$ cat src/rtl/carry_seq.sv
// -----------------------------------------------------------------------------
// carry_seq
//
// Sequencer that walks one external slice adder across NUM_SLICES slices of a
// wide operation, LSB slice first. It supplies each slice with its carry-in
// and captures the slice carry-out so it can feed the next slice. The top
// slice carry is reported as final_cout together with a one-cycle done pulse.
//
// Parameters
//   NUM_SLICES  slices per wide operation (2..16)
//   CIN_OPS     bit k set: opsel value k starts with carry-in 1 (mode = 0 only)
//
// Ports
//   clk         clock, rising edge
//   rst         synchronous reset, active-high
//   start       request a new operation (only looked at in IDLE)
//   opsel       operation select, captured on an accepted start
//   mode        0 = arithmetic, 1 = logic (no carries), captured on start
//   abort       cancel the operation in flight (RUN only)
//   slice_cout  carry-out of the slice currently enabled
//   busy        high in RUN and DONE
//   slice_en    high while a slice is being evaluated
//   slice_idx   index of the slice being evaluated
//   slice_cin   carry-in for the slice being evaluated
//   done        one-cycle completion pulse
//   final_cout  carry-out of the top slice, held until the next completion
//
// Optional build feature
//   CARRY_SEQ_TRACE_EN  adds output carry_trace[NUM_SLICES-1:0], one bit per
//                       slice holding the carry-out seen for that slice.
// -----------------------------------------------------------------------------
module carry_seq #(
    parameter int         NUM_SLICES = 4,
    parameter logic [7:0] CIN_OPS    = 8'b0101_1000,
    localparam int        IDX_W      = $clog2(NUM_SLICES)
) (
    input  logic             clk,
    input  logic             rst,
    input  logic             start,
    input  logic [2:0]       opsel,
    input  logic             mode,
    input  logic             abort,
    input  logic             slice_cout,
    output logic             busy,
    output logic             slice_en,
    output logic [IDX_W-1:0] slice_idx,
    output logic             slice_cin,
    output logic             done,
    output logic             final_cout
`ifdef CARRY_SEQ_TRACE_EN
    ,
    output logic [NUM_SLICES-1:0] carry_trace
`endif
);

    localparam logic [IDX_W-1:0] LAST_IDX = IDX_W'(NUM_SLICES - 1);

    typedef enum logic [1:0] {
        IDLE = 2'd0,
        RUN  = 2'd1,
        DONE = 2'd2
    } state_t;

    state_t           state_q, state_d;
    logic [IDX_W-1:0] idx_q, idx_d;
    logic [2:0]       opsel_q, opsel_d;
    logic             mode_q, mode_d;
    logic             carry_q, carry_d;
    logic             final_q, final_d;
    logic             init_carry;
    logic             masked_cout;

`ifdef CARRY_SEQ_TRACE_EN
    logic [NUM_SLICES-1:0] trace_q, trace_d;
`endif

    // In logic mode no carry ever propagates, so the captured carry is forced
    // low; that keeps slice_cin and final_cout at 0 without extra gating.
    assign init_carry  = CIN_OPS[opsel_q] & ~mode_q;
    assign masked_cout = slice_cout & ~mode_q;

    always_comb begin
        state_d = state_q;
        idx_d   = idx_q;
        opsel_d = opsel_q;
        mode_d  = mode_q;
        carry_d = carry_q;
        final_d = final_q;
`ifdef CARRY_SEQ_TRACE_EN
        trace_d = trace_q;
`endif
        case (state_q)
            IDLE: begin
                if (start) begin
                    state_d = RUN;
                    idx_d   = '0;
                    opsel_d = opsel;
                    mode_d  = mode;
`ifdef CARRY_SEQ_TRACE_EN
                    trace_d = '0;
`endif
                end
            end
            RUN: begin
                carry_d = masked_cout;
`ifdef CARRY_SEQ_TRACE_EN
                trace_d[idx_q] = slice_cout;
`endif
                // Abort wins over the last-slice transition; final_cout is
                // only touched on a completed operation.
                if (abort) begin
                    state_d = IDLE;
                    idx_d   = '0;
                end else if (idx_q == LAST_IDX) begin
                    state_d = DONE;
                    idx_d   = '0;
                    final_d = masked_cout;
                end else begin
                    idx_d = idx_q + 1'b1;
                end
            end
            DONE: begin
                // start is deliberately ignored here; the next accept can
                // only happen from IDLE.
                state_d = IDLE;
            end
            default: begin
                state_d = IDLE;
                idx_d   = '0;
            end
        endcase
    end

    always_ff @(posedge clk) begin
        if (rst) begin
            state_q <= IDLE;
            idx_q   <= '0;
            opsel_q <= '0;
            mode_q  <= 1'b0;
            carry_q <= 1'b0;
            final_q <= 1'b0;
`ifdef CARRY_SEQ_TRACE_EN
            trace_q <= '0;
`endif
        end else begin
            state_q <= state_d;
            idx_q   <= idx_d;
            opsel_q <= opsel_d;
            mode_q  <= mode_d;
            carry_q <= carry_d;
            final_q <= final_d;
`ifdef CARRY_SEQ_TRACE_EN
            trace_q <= trace_d;
`endif
        end
    end

    always_comb begin
        busy       = (state_q != IDLE);
        slice_en   = 1'b0;
        slice_idx  = '0;
        slice_cin  = 1'b0;
        done       = (state_q == DONE);
        final_cout = final_q;
        if (state_q == RUN) begin
            slice_en  = 1'b1;
            slice_idx = idx_q;
            slice_cin = (idx_q == '0) ? init_carry : carry_q;
        end
    end

`ifdef CARRY_SEQ_TRACE_EN
    assign carry_trace = trace_q;
`endif

endmodule

$ cat config.mk
export PLATFORM = sky130hd
export DESIGN_NAME = carry_seq
export DESIGN_NICKNAME = d
export VERILOG_FILES = /design/src/rtl/carry_seq.sv
export SDC_FILE = /design/constraint.sdc
export NUM_CORES = 1
export LEC_CHECK = 0
export CORE_AREA = 3 3 40 42
export DETAILED_ROUTE_END_ITERATION = 16
export DIE_AREA = 0 0 43 45
export PLACE_DENSITY = 0.71
export SLEW_MARGIN = 20
export SYNTH_ARGS = -nofsm -noshare
export SYNTH_HDL_FRONTEND = slang
export SYNTH_SLANG_ARGS = --single-unit
$ cat constraint.sdc
create_clock -name clk -period 1.85 [get_ports clk]
set_clock_uncertainty 0.15 [all_clocks]
set_input_delay 0.37 -clock clk [delete_from_list [all_inputs] [get_ports clk]]
set_output_delay 0.37 -clock clk [all_outputs]
set_load 0.1 [all_outputs]
==> metrics.md <==
| Metric | Value |
|---|---|
| Outcome | `complete, no violations` |
| Clock latency on the worst-skew pair | `0.27 ns` |
| Core area | `1280 um2` |
| Cells after Synth | `59` |
| RSZ-0062 raised after global routing | `yes` |
| WL per Instance | `approximately 12 um` |
| DIE AREA | `just under 2000 um2` |
| Final Hold Viols | `0` |
| GR peak layer | `met2` |
| Root buffer cell | `clkbuf_4` |
| Critical Path RT | `roughly 1.3 ns` |
| Initial DRC count | `7` |
| Tmin final | `roughly 1.8 ns` |
| Antenna violations before repair | `0` |
| Max Clk Rate | `550 MHz` |
| Critical path type | `flop to output port` |
| Worst reg2reg path depth | `4` |
| Pre-Repair DR Iteration Count | `2` |
| Max-cap violations | `0` |
| Routed Antenna Nets | `0` |
| Hold_buf cts | `0` |
| Area grow syn2layout | `56.2%` |
| Max H-tree Level | `1` |
| Port Buffer Count | `15` |
| Count of final setup violators | `0` |
| Number of vias per cell | `between 4 and 5` |
| Startpoint types | `flop` |
| Die Wd | `43 um` |
| Clock Path Buffers | `2` |
| Slew HR | `0.721` |
| Vias in the first global route | `around 450` |
| VDD IR max | `just over 0.0005 V` |
| Syn Area/Cell | `9.25 um2` |
| Most frequent cell after synthesis | `dfxtp_1` |
| Initial Util | `0.425` |
| # clock sinks | `11` |
| Met3 Use GR | `0.0359` |
| M2 GR Usage | `0.234` |
| Final #Nets | `90` |
| Drt drc | `0` |
| DIE HEIGHT | `45 um` |
| Final worst path period share | `0.982` |
| #FFs+latches synth | `11` |
| Mapped Area | `546 um2` |
| Leakage | `roughly 0.35 nW` |
| DP HPWL | `806 um` |
| DRT Wirelength | `1.08 mm` |
| Cell Pwr Density | `between 600 and 700 nW/um2` |
| Num ports | `16` |
| Vias | `460` |
| Largest net degree at the start of global routing | `12` |
| Utilization after layout | `0.663` |
| Fraction of layout cells with a size suffix above 1 | `0.346` |
| CP Max Fanout | `3` |
| Hold path depth | `2` |
| Worst-margin pin slew | `0.417 ns` |
| Top FF cell, synth | `dfxtp_1` |
| Syn Nets | `70` |
| Num CTS Buffers | `3` |
| Post-synth top area share | `0.404` |
| Grt ovf | `0` |
| CTS tree | `done` |
| Row count | `13` |
| Critical path arrival | `~1.3 ns` |
| CP Capture Type | `output port` |
| Placer Congestion | `0.665` |
| Post-synth EDFFs | `0` |
| Number of fillers in the final layout | `110` |
| Post-synth ARST share | `0` |
| N_diodes | `0` |
| Synth unique cells | `24` |
| TNS Setup | `0 ns` |
| Syn. warnings | `0` |
| Global-route wire length before repair | `1.84 mm` |
| Synth area leaders | `dfxtp_1 40%, mux2i_1 9.2%, nor2_1 5.5%` |
| Synth cell count leaders | `11 x dfxtp_1, 8 x nor2_1, 5 x mux2i_1` |
| CTS clk-pin slew, worst paths | `0.07 ns` |
| Leading area contributor after synthesis | `dfxtp_1` |
| Min-Delay Path Class | `flop to flop` |
| Max-slew violations | `0` |
| GR met1 Demand/Resource | `0.140` |
| Tot GR Track Use | `0.126` |
| Sequential share of the synthesized area | `0.404` |
==> cell families (layout without fill, tap and decap cells) <==
logic type	after synthesis	in the layout	synth area share
buf+inv	6	25	0.0550
mux	6	6	0.112
fa+ha+maj	2	2	0.0459
compound gates	6	6	0.0757
simple gates	28	28	0.307
flops	11	11	0.404
==> layout make-up <==
class	instances	area, um2	area share
Multi-Input combinational cell	42	334	0.392
Timing Repair Buffer	17	235	0.276
Tap cell	15	18.8	0.0220
Sequential cell	11	223	0.261
Clock buffer	4	26.3	0.0308
Inverter	4	15.0	0.0176
==> routing by layer <==
metal  wire length, um  vias up
met3                60        2
met1               467      208
met5                 0        -
li1                  -      237
met2               538       13
met4                 8        0
==> registers in the layout, summed over array words and instances (netlist names), named ones only <==
name,flops
carry_q,1
mode_q,1
idx_q,2
opsel_q,3
final_cout,1
state_q,2
==> worst paths after layout <==
path / from / endpoint / slack [ns]
setup / recovery: idx_q[1] / slice_cin / 0.03
hold / removal: carry_q / carry_q / 0.35
setup reg to reg: idx_q[0] / idx_q[0] / 0.29
hold reg to reg: carry_q / carry_q / 0.35
==> cell usage in the layout (no fill, tap or decap), drive strengths merged, types with 2 or more instances in the layout <==
| master | n |
|---|---|
| nand2b | 4 |
| inv | 4 |
| nor2b | 3 |
| nor2 | 8 |
| buf | 9 |
| mux2i | 5 |
| clkdlybuf4s50 | 8 |
| dfxtp | 11 |
| ha | 2 |
| clkbuf | 4 |
| nand2 | 3 |
| a21oi | 4 |
==> metrics by stage <==
step                total power, mW  std cells  cell area [um2]  setup slack (ns)  hold WS (ns)
CTS                           0.543         92              832           0.00139         0.360
finish                        0.544         93              852            0.0326         0.353
global placement              0.377         87              786            -0.101         0.303
global route                  0.566         93              852           -0.0202         0.395
detailed placement            0.379         87              786            -0.112         0.313
floorplan                     0.337         59              562           -0.0631         0.287
==> critical path: stages, from the launching register on <==
cell and delay [ns]:
dfxtp_2 0.33, inv_2 0.07, ha_4 0.13, nand3b_1 0.12, a21oi_4 0.19, buf_12 0.19
==> report_power, final <==
part	switching (mW)	leakage [nW]	internal, mW	total, mW
Clock	0.0826	0.0150	0.0835	0.166
Combinational	0.0665	0.245	0.0555	0.122
Sequential	0.00795	0.0909	0.248	0.256
Total	0.157	0.351	0.387	0.544
==> what timing repair did <==
| action | CTS | global route |
|---|---|---|
| buffers inserted | 1 | 1 |
| endpoints found under the setup margin | 1 | 4 |
| gates resized for setup | 6 | 2 |
| pin swaps | 2 | 2 |
No activity file was read; power rests on OpenSTA's default activity.
